$ cat config.mk
export PLATFORM = sky130hd
export DESIGN_NAME = nibble_pair_packer
export DESIGN_NICKNAME = d
export VERILOG_FILES = /design/src/rtl/nibble_pkg.sv /design/src/rtl/nibble_rr_arb2.sv /design/src/rtl/nibble_pair_packer.sv
export SDC_FILE = /design/constraint.sdc
export NUM_CORES = 1
export LEC_CHECK = 0
export BUFFER_PORTS_ARGS = -buffer_cell sky130_fd_sc_hd__buf_2
export CORE_ASPECT_RATIO = 0.6
export CORE_MARGIN = 2
export CORE_UTILIZATION = 32
export CTS_CLUSTER_DIAMETER = 150
export DETAILED_ROUTE_END_ITERATION = 6
export MAX_ROUTING_LAYER = met4
export PLACE_DENSITY = 0.62
export SYNTH_ARGS = -nofsm -noshare
export SYNTH_HDL_FRONTEND = slang
export SYNTH_SLANG_ARGS = --single-unit
$ cat constraint.sdc
create_clock -name clk -period 2.08 [get_ports clk]
set_input_delay 0.416 -clock clk [delete_from_list [all_inputs] [get_ports clk]]
set_output_delay 0.416 -clock clk [all_outputs]
set_load 0.01 [all_outputs]
$ cat src/rtl/nibble_pkg.sv
// nibble_pkg -- shared types for the nibble pair packer.
//   nibble_pair_t   : one 8-bit source record (two nibbles).
//   pair_of_pairs_t : two records packed into one 16-bit word;
//                     .first occupies the upper byte.
//   pk_state_e      : collection state of the packer.
//   pair_parity()   : even-parity helper over a packed pair.
package nibble_pkg;

    typedef struct packed {
        logic [3:0] hi;
        logic [3:0] lo;
    } nibble_pair_t;

    typedef struct packed {
        nibble_pair_t first;
        nibble_pair_t second;
    } pair_of_pairs_t;

    typedef enum logic [1:0] {
        EMPTY = 2'd0,
        HALF  = 2'd1,
        FULL  = 2'd2
    } pk_state_e;

    function automatic logic pair_parity(input pair_of_pairs_t p);
        return ^p;
    endfunction

endpackage

$ cat src/rtl/nibble_rr_arb2.sv
// nibble_rr_arb2 -- two-way round-robin arbiter.
//   clk, rst_n : clock and asynchronous active-low reset.
//   req[1:0]   : request per source (already masked by the caller).
//   advance    : a grant was taken this cycle; remember who won.
//   grant[1:0] : one-hot (or zero) grant, combinational from req.
// After reset source 0 wins a tie.
module nibble_rr_arb2
    import nibble_pkg::*;
(
    input  logic       clk,
    input  logic       rst_n,
    input  logic [1:0] req,
    input  logic       advance,
    output logic [1:0] grant
);

    // Source that won the most recent accepted grant.
    logic last_q;
    logic last_d;

    always_comb begin
        grant = 2'b00;
        case (req)
            2'b01:   grant = 2'b01;
            2'b10:   grant = 2'b10;
            2'b11:   grant = last_q ? 2'b01 : 2'b10;
            default: grant = 2'b00;
        endcase
    end

    always_comb begin
        last_d = last_q;
        if (advance) begin
            last_d = grant[1];
        end
    end

    // Reset value 1 means "source 1 went last", so source 0 wins the first tie.
    always_ff @(posedge clk or negedge rst_n) begin
        if (!rst_n) begin
            last_q <= 1'b1;
        end else begin
            last_q <= last_d;
        end
    end

endmodule

$ cat src/rtl/nibble_pair_packer.sv
// nibble_pair_packer -- collects two 8-bit records from two round-robin
// arbitrated sources and presents them as one 16-bit pair.
//   clk, rst_n          : clock and asynchronous active-low reset.
//   in_valid[1:0]       : per-source record valid.
//   in_ready[1:0]       : per-source accept (at most one bit high).
//   in_data0, in_data1  : source records.
//   out_valid/out_ready : output handshake; out_valid is high exactly in FULL.
//   out_data            : .first = earlier record, .second = later record.
//   out_src             : bit1 = source of .first, bit0 = source of .second.
//   out_partial         : .second was zero-filled by timeout.
//   out_parity          : XOR of out_data, present only when the macro
//                         NIBBLE_PACKER_PARITY_EN is defined.
// Parameter TIMEOUT: cycles spent in HALF before a lone record is flushed
// with a zero second half (0 disables the flush).
module nibble_pair_packer
    import nibble_pkg::*;
#(
    parameter int TIMEOUT = 8
) (
    input  logic           clk,
    input  logic           rst_n,
    input  logic [1:0]     in_valid,
    output logic [1:0]     in_ready,
    input  nibble_pair_t   in_data0,
    input  nibble_pair_t   in_data1,
    output logic           out_valid,
    input  logic           out_ready,
    output pair_of_pairs_t out_data,
    output logic [1:0]     out_src,
    output logic           out_partial
`ifdef NIBBLE_PACKER_PARITY_EN
    ,
    output logic           out_parity
`endif
);

    // A zero TIMEOUT still gets a 1-bit timer so the declarations stay legal.
    localparam int              TMR_W    = (TIMEOUT > 0) ? $clog2(TIMEOUT + 1) : 1;
    localparam logic [TMR_W-1:0] TMR_LAST = TMR_W'((TIMEOUT > 0) ? TIMEOUT - 1 : 0);
    localparam logic [TMR_W-1:0] TMR_MAX  = {TMR_W{1'b1}};
    localparam bit              FLUSH_EN = (TIMEOUT != 0);

    pk_state_e      state_q, state_d;
    logic [TMR_W-1:0] timer_q, timer_d;
    pair_of_pairs_t out_data_q, out_data_d;
    logic [1:0]     out_src_q, out_src_d;
    logic           out_partial_q, out_partial_d;

    logic [1:0]     arb_req;
    logic [1:0]     arb_grant;
    logic           xfer;
    logic           xfer_src;
    nibble_pair_t   xfer_data;
    logic           timeout_hit;
    logic           pop;

    // Nothing is offered to the arbiter while a pair is waiting to leave.
    assign arb_req   = (state_q != FULL) ? in_valid : 2'b00;
    assign xfer      = |(in_valid & in_ready);
    assign xfer_src  = in_ready[1];
    assign xfer_data = in_ready[1] ? in_data1 : in_data0;
    assign pop       = (state_q == FULL) && out_ready;

    // A transfer in the same cycle always beats the flush.
    assign timeout_hit = FLUSH_EN && (state_q == HALF) && !xfer && (timer_q == TMR_LAST);

    nibble_rr_arb2 u_arb (
        .clk     (clk),
        .rst_n   (rst_n),
        .req     (arb_req),
        .advance (xfer),
        .grant   (arb_grant)
    );

    // State register.
    always_ff @(posedge clk or negedge rst_n) begin
        if (!rst_n) begin
            state_q <= EMPTY;
        end else begin
            state_q <= state_d;
        end
    end

    // Next-state logic.
    always_comb begin
        state_d = state_q;
        case (state_q)
            EMPTY:   if (xfer) state_d = HALF;
            HALF:    if (xfer || timeout_hit) state_d = FULL;
            FULL:    if (pop) state_d = EMPTY;
            default: state_d = EMPTY;
        endcase
    end

    // Output logic.
    always_comb begin
        in_ready  = arb_grant;
        out_valid = (state_q == FULL);
    end

    // Pair contents and HALF-state timer.
    always_comb begin
        out_data_d    = out_data_q;
        out_src_d     = out_src_q;
        out_partial_d = out_partial_q;
        timer_d       = timer_q;
        case (state_q)
            EMPTY: begin
                if (xfer) begin
                    out_data_d.first  = xfer_data;
                    out_data_d.second = '0;
                    out_src_d         = {xfer_src, 1'b0};
                    out_partial_d     = 1'b0;
                    timer_d           = '0;
                end
            end
            HALF: begin
                if (xfer) begin
                    out_data_d.second = xfer_data;
                    out_src_d[0]      = xfer_src;
                    out_partial_d     = 1'b0;
                end else begin
                    if (timeout_hit) begin
                        out_data_d.second = '0;
                        out_src_d[0]      = 1'b0;
                        out_partial_d     = 1'b1;
                    end
                    // Saturate rather than wrap.
                    if (timer_q != TMR_MAX) begin
                        timer_d = timer_q + TMR_W'(1);
                    end
                end
            end
            default: ;
        endcase
    end

    always_ff @(posedge clk or negedge rst_n) begin
        if (!rst_n) begin
            out_data_q    <= '0;
            out_src_q     <= 2'b00;
            out_partial_q <= 1'b0;
            timer_q       <= '0;
        end else begin
            out_data_q    <= out_data_d;
            out_src_q     <= out_src_d;
            out_partial_q <= out_partial_d;
            timer_q       <= timer_d;
        end
    end

    assign out_data    = out_data_q;
    assign out_src     = out_src_q;
    assign out_partial = out_partial_q;

`ifdef NIBBLE_PACKER_PARITY_EN
    logic out_parity_q;

    // Computed from the next data so parity and data update on the same edge.
    always_ff @(posedge clk or negedge rst_n) begin
        if (!rst_n) begin
            out_parity_q <= 1'b0;
        end else begin
            out_parity_q <= pair_parity(out_data_d);
        end
    end

    assign out_parity = out_parity_q;
`endif

endmodule
# Word level (Yosys, flattened, before mapping)
# Cells that the tools add are included.
# totals
inputBits,21
out_inout_bits,22
reg_bits,26
elab_cells,62
# op_classes
n_addsub,1
n_mux,24
bitwise,1
n_eq_ne,14
reduce_logical,12
# op_table
operator,n
two-way mux 8 bit,4
one-hot mux 8 bit (2 select lines),1
two-way mux 4 bit,3
one-hot mux 2 bit (3 select lines),2
two-way mux 2 bit,5
one-hot mux 4 bit (2 select lines),1
"equality test 2 bit, second input constant",3
two-way mux 1 bit,6
"!= test 2 x 1 -> 1 bit, second input constant",3
"!= test 2 bit, second input constant",3
AND reduction 3 bit,2
"adder 4 x 1 -> 4 bit, second input constant",1
"equality test 2 x 1 -> 1 bit, second input constant",2
"equality test 4 x 3 -> 1 bit, second input constant",1
"!= test 4 bit, second input constant",1
one-hot mux 1 bit (2 select lines),2
AND reduction 4 bit,1
logical AND 1 bit,3
"!= test 3 bit, second input constant",1
bitwise AND 2 bit,1
zero test 2 bit,1
AND reduction 2 bit,1
nonzero test 2 bit,1
OR reduction 2 bit,1
2 further kinds,2

# Logic depth before layout (Yosys ltp)
# logic_depth
ltp_word,12
mapped_depth,6
ltp_nobuf,4

# Hierarchy
# From an unflattened synthesis, not the netlist that was laid out.
# hier_totals
hier_cells,99
area_unflattened_um2,1278.7
# by_module_without_submodules
mod,n_inst,cells_each,area_each_um2
nibble_pair_packer,1,94,1214.9
nibble_rr_arb2,1,5,63.8

# Worst setup path before layout
# Ideal clock, no wire load.
# synth_path
path_type,in2out
startpoint,input port in_valid[0]
endpoint,output port in_ready[1]
required_ns,1.664
arrival_ns,1.142
n_path_buf,1
path_stages,4
setup_slack_ns,0.522
path_cell_list,buf_2 -> a21boi_2 -> nand2_2 -> inv_1
# synth_between
elab_chain_cells,3
word_cells_on_any_way,5
classes_between,3 x eq/ne; 2 x mux
# synth_rtl
item,line_no,rtl
from (decl),nibble_pair_packer.sv:22,"input logic [1:0] in_valid,"
two-way mux 2 bit *,nibble_pair_packer.sv:58,assign arb_req = (state_q != FULL) ? in_valid : 2'b00;
equality test 2 bit or equality test 2 x 1 -> 1 bit (tied branches),nibble_rr_arb2.sv:23,case (req)
one-hot mux 2 bit (3 select lines) *,nibble_rr_arb2.sv:23,
to (decl),nibble_pair_packer.sv:23,"output logic [1:0] in_ready,"
# Every way passes the cells marked *; elsewhere a longest branch is shown, timed or not.

# Worst setup path after layout
# layout_path
startpoint,register state_q[0]
endpoint,output port in_ready[1]
# layout_between
elab_chain_cells,4
word_cells_on_any_way,6
classes_between,4 x eq/ne; 2 x mux
# layout_rtl
item,line_no,rtl
from (decl),nibble_pair_packer.sv:43,"pk_state_e state_q, state_d;"
from (signal assigned),nibble_pair_packer.sv:80,state_q <= state_d;
!= test 2 bit *,nibble_pair_packer.sv:58,
two-way mux 2 bit *,nibble_pair_packer.sv:58,
equality test 2 bit or equality test 2 x 1 -> 1 bit (tied branches),nibble_rr_arb2.sv:23,
one-hot mux 2 bit (3 select lines) *,nibble_rr_arb2.sv:23,
# Marked as above.

==> results_dict.tcl <==
set metrics [dict create \
    status "finished clean" \
    finalNonFillerCells 245 \
    peakVddDrop_v 0.0006337 \
    cp.required_ns 1.66 \
    hp-class "in2async" \
    gr-total-overflow 0 \
    max_slew_margin_pct 53.90 \
    root_buffer "clkbuf_8" \
    grt_start_max_net_pins 27 \
    ys_warn_count 0 \
    cap_violations 0 \
    cts_tree "yes" \
    cts.clk_slew.worst_paths_ns 0.10 \
    cts_setup_buffers 0 \
    dp.final_hpwl_mm 3.093 \
    die_h_um 55.99 \
    nets 208 \
    port_buffers 42 \
    skew_ns 0.01262 \
    synthCells 144 \
    synth_top_area_cell "dfrtp_1" \
    finalWeightedCongestion 0.8121 \
    syn-num-nets 166 \
    via_count 1297 \
    fillCellCount 431 \
    routed_wl_mm 4.117 \
    drt_iter0_drc 50 \
    vias_per_cell 5.294 \
    ys_seq_elements 26 \
    rrSetupSlack_ns 0.49 \
    setup-violations-final 0 \
    criticalPathCategory "reg2out" \
    path_max_fanout 9 \
    yosysMostFrequentCell "dfrtp_1" \
    syn_avg_cell_area_um2 10.01 \
    rows 18 \
    clock_sinks 26 \
    wl_per_cell_um 16.80 \
    ios 43 \
    period_needed_ns 1.902 \
    rr_startpoint "timer_q[0]" \
    place_inst 241 \
    synthArstFlopShare_pct 100.0 \
    slew_violations 0 \
    antenna_found_initial 0 \
    hold_viol 0 \
    final.period_utilization_pct 91.44 \
    r2r_end "out_data[3]" \
    clk_path_buf_depth 2 \
    rsz0062_at_grt "false" \
    worstSetupEndpointType "output pin" \
    cts-resized-gates 0 \
    start_kind "flop" \
    diodes 0 \
    yosys-top-cells-count "25 x dfrtp_1, 15 x inv_1, 10 x nand3_1" \
    yosysUniqueCellTypes 40 \
    start_util_pct 34.22 \
    powerDensity_nw_per_um2 1377 \
    dieArea_um2 5075 \
    final_layout_size_suffix_gt1_share_pct 34.59 \
    synth.top_cell.area_share_pct 43.40 \
    htreeDepth 1 \
    critPathArrivalTime_ns 1.49 \
    antenna_left 0 \
    cts_buffers 3 \
    final.setup.tns_ns 0 \
    multi_input_comb_area_um2 658.1 \
    syn_to_final_growth_pct 21.96 \
    grt_pass1_vias 1304 \
    synthTopCellsByArea "dfrtp_1 43%, a2bb2oi_1 5.5%, a211oi_1 4.7%" \
    synth_edf_count 0 \
    seq_area_um2 651.9 \
    worst_slew_pin_slew_ns 0.6915 \
    fmax_mhz 525.8 \
    grt_pass1_wl_mm 6.796 \
    synth_flop_cell "dfrtp_1" \
    cts-hold-fix-buffers 0 \
    ys_seq_area_share_pct 45.23 \
    leakage_nw 0.7767 \
    gr-usage-all-layers_pct 17.45 \
    drc 0 \
    dr.pass1.iters 4 \
    synth_area_um2 1441 \
    core_area_um2 4212 \
    r2r_cells 4 \
    fp.dieW_um 90.65 \
    clk_latency_ns 0.28 \
]
stage by stage:
step                setup slack (ns)  utilization [%]  area [um2]  hold slack, ns  total power [W]
floorplan                     0.5223                -        1441          0.1204         0.001666
global placement              0.4721            40.43        1703          0.4571         0.002072
detailed placement            0.4467            40.43        1703          0.4548         0.002087
CTS                           0.1889            41.74        1758          0.1521         0.002431
global route                  0.1141            41.74        1758          0.1715         0.002604
finish                        0.1781            41.74        1758          0.1295         0.002421
how the worst max path moves through the flow:
stage	from	end	depth (start not counted)
detailed placement	in_valid[0]	out_data[3]	4
CTS	state_q[0]	in_ready[1]	4
finish	state_q[0]	in_ready[1]	4
global route	state_q[0]	in_ready[1]	4
global placement	in_valid[0]	timer_q[3]	4
floorplan	in_valid[0]	in_ready[1]	4
logic make-up after synthesis:
group           Yosys count  share of synthesized area, %
buf+inv                  27                         9.114
mux                       1                        0.7812
simple gates             27                         10.77
fa+ha+maj                 1                        0.8679
compound gates           62                         33.25
flops                    26                         45.23
state kept, by name, summed over array words and instances, names as in the netlist:
name,count
out_data,16
timer_q,4
out_src,2
state_q,2
out_partial,1
u_arb.last_q,1
area by class of cell:
cell class | count | area share [%]
well taps | 60 | 4.270
inverters | 16 | 3.559
clock buffers | 4 | 3.132
repair buffers | 48 | 14.52
flip-flops and latches | 26 | 37.08
multi-input cells | 91 | 37.44
cell usage in the layout, fill, tap and decap left out, types with 2 or more instances in the layout:
cell / instances
o21ai_0: 9
buf_4: 6
buf_2: 42
a211oi_1: 9
o2111ai_1: 7
dfrtp_1: 25
o22ai_1: 3
nand2_1: 2
clkbuf_8: 4
a21oi_1: 5
nor2_1: 3
o21bai_1: 2
nand3_1: 10
o221ai_1: 7
a31oi_1: 4
a2bb2oi_1: 9
inv_1: 15
nor2b_1: 2
metal layers:
| metal | GRT usage, % | wire, um |
|---|---|---|
| met4 | 1.319 | 0 |
| met5 | - | 0 |
| met3 | 7.453 | 361 |
| met1 | 26.57 | 2160 |
| met2 | 21.64 | 1595 |
power breakdown:
| part | total (W) | internal, W | switching [W] |
|---|---|---|---|
| logic | 0.00120 | 0.000510 | 0.000686 |
| clock network | 0.000338 | 0.000170 | 0.000168 |
| registers | 0.000887 | 0.000725 | 0.000163 |
critical path: stages, from the launching register on:
cell and delay, ns:
dfrtp_1 0.49, nand2b_2 0.30, nand2_2 0.22, inv_1 0.06, buf_2 0.14
Note: power is estimated with default switching activity, not from simulation.
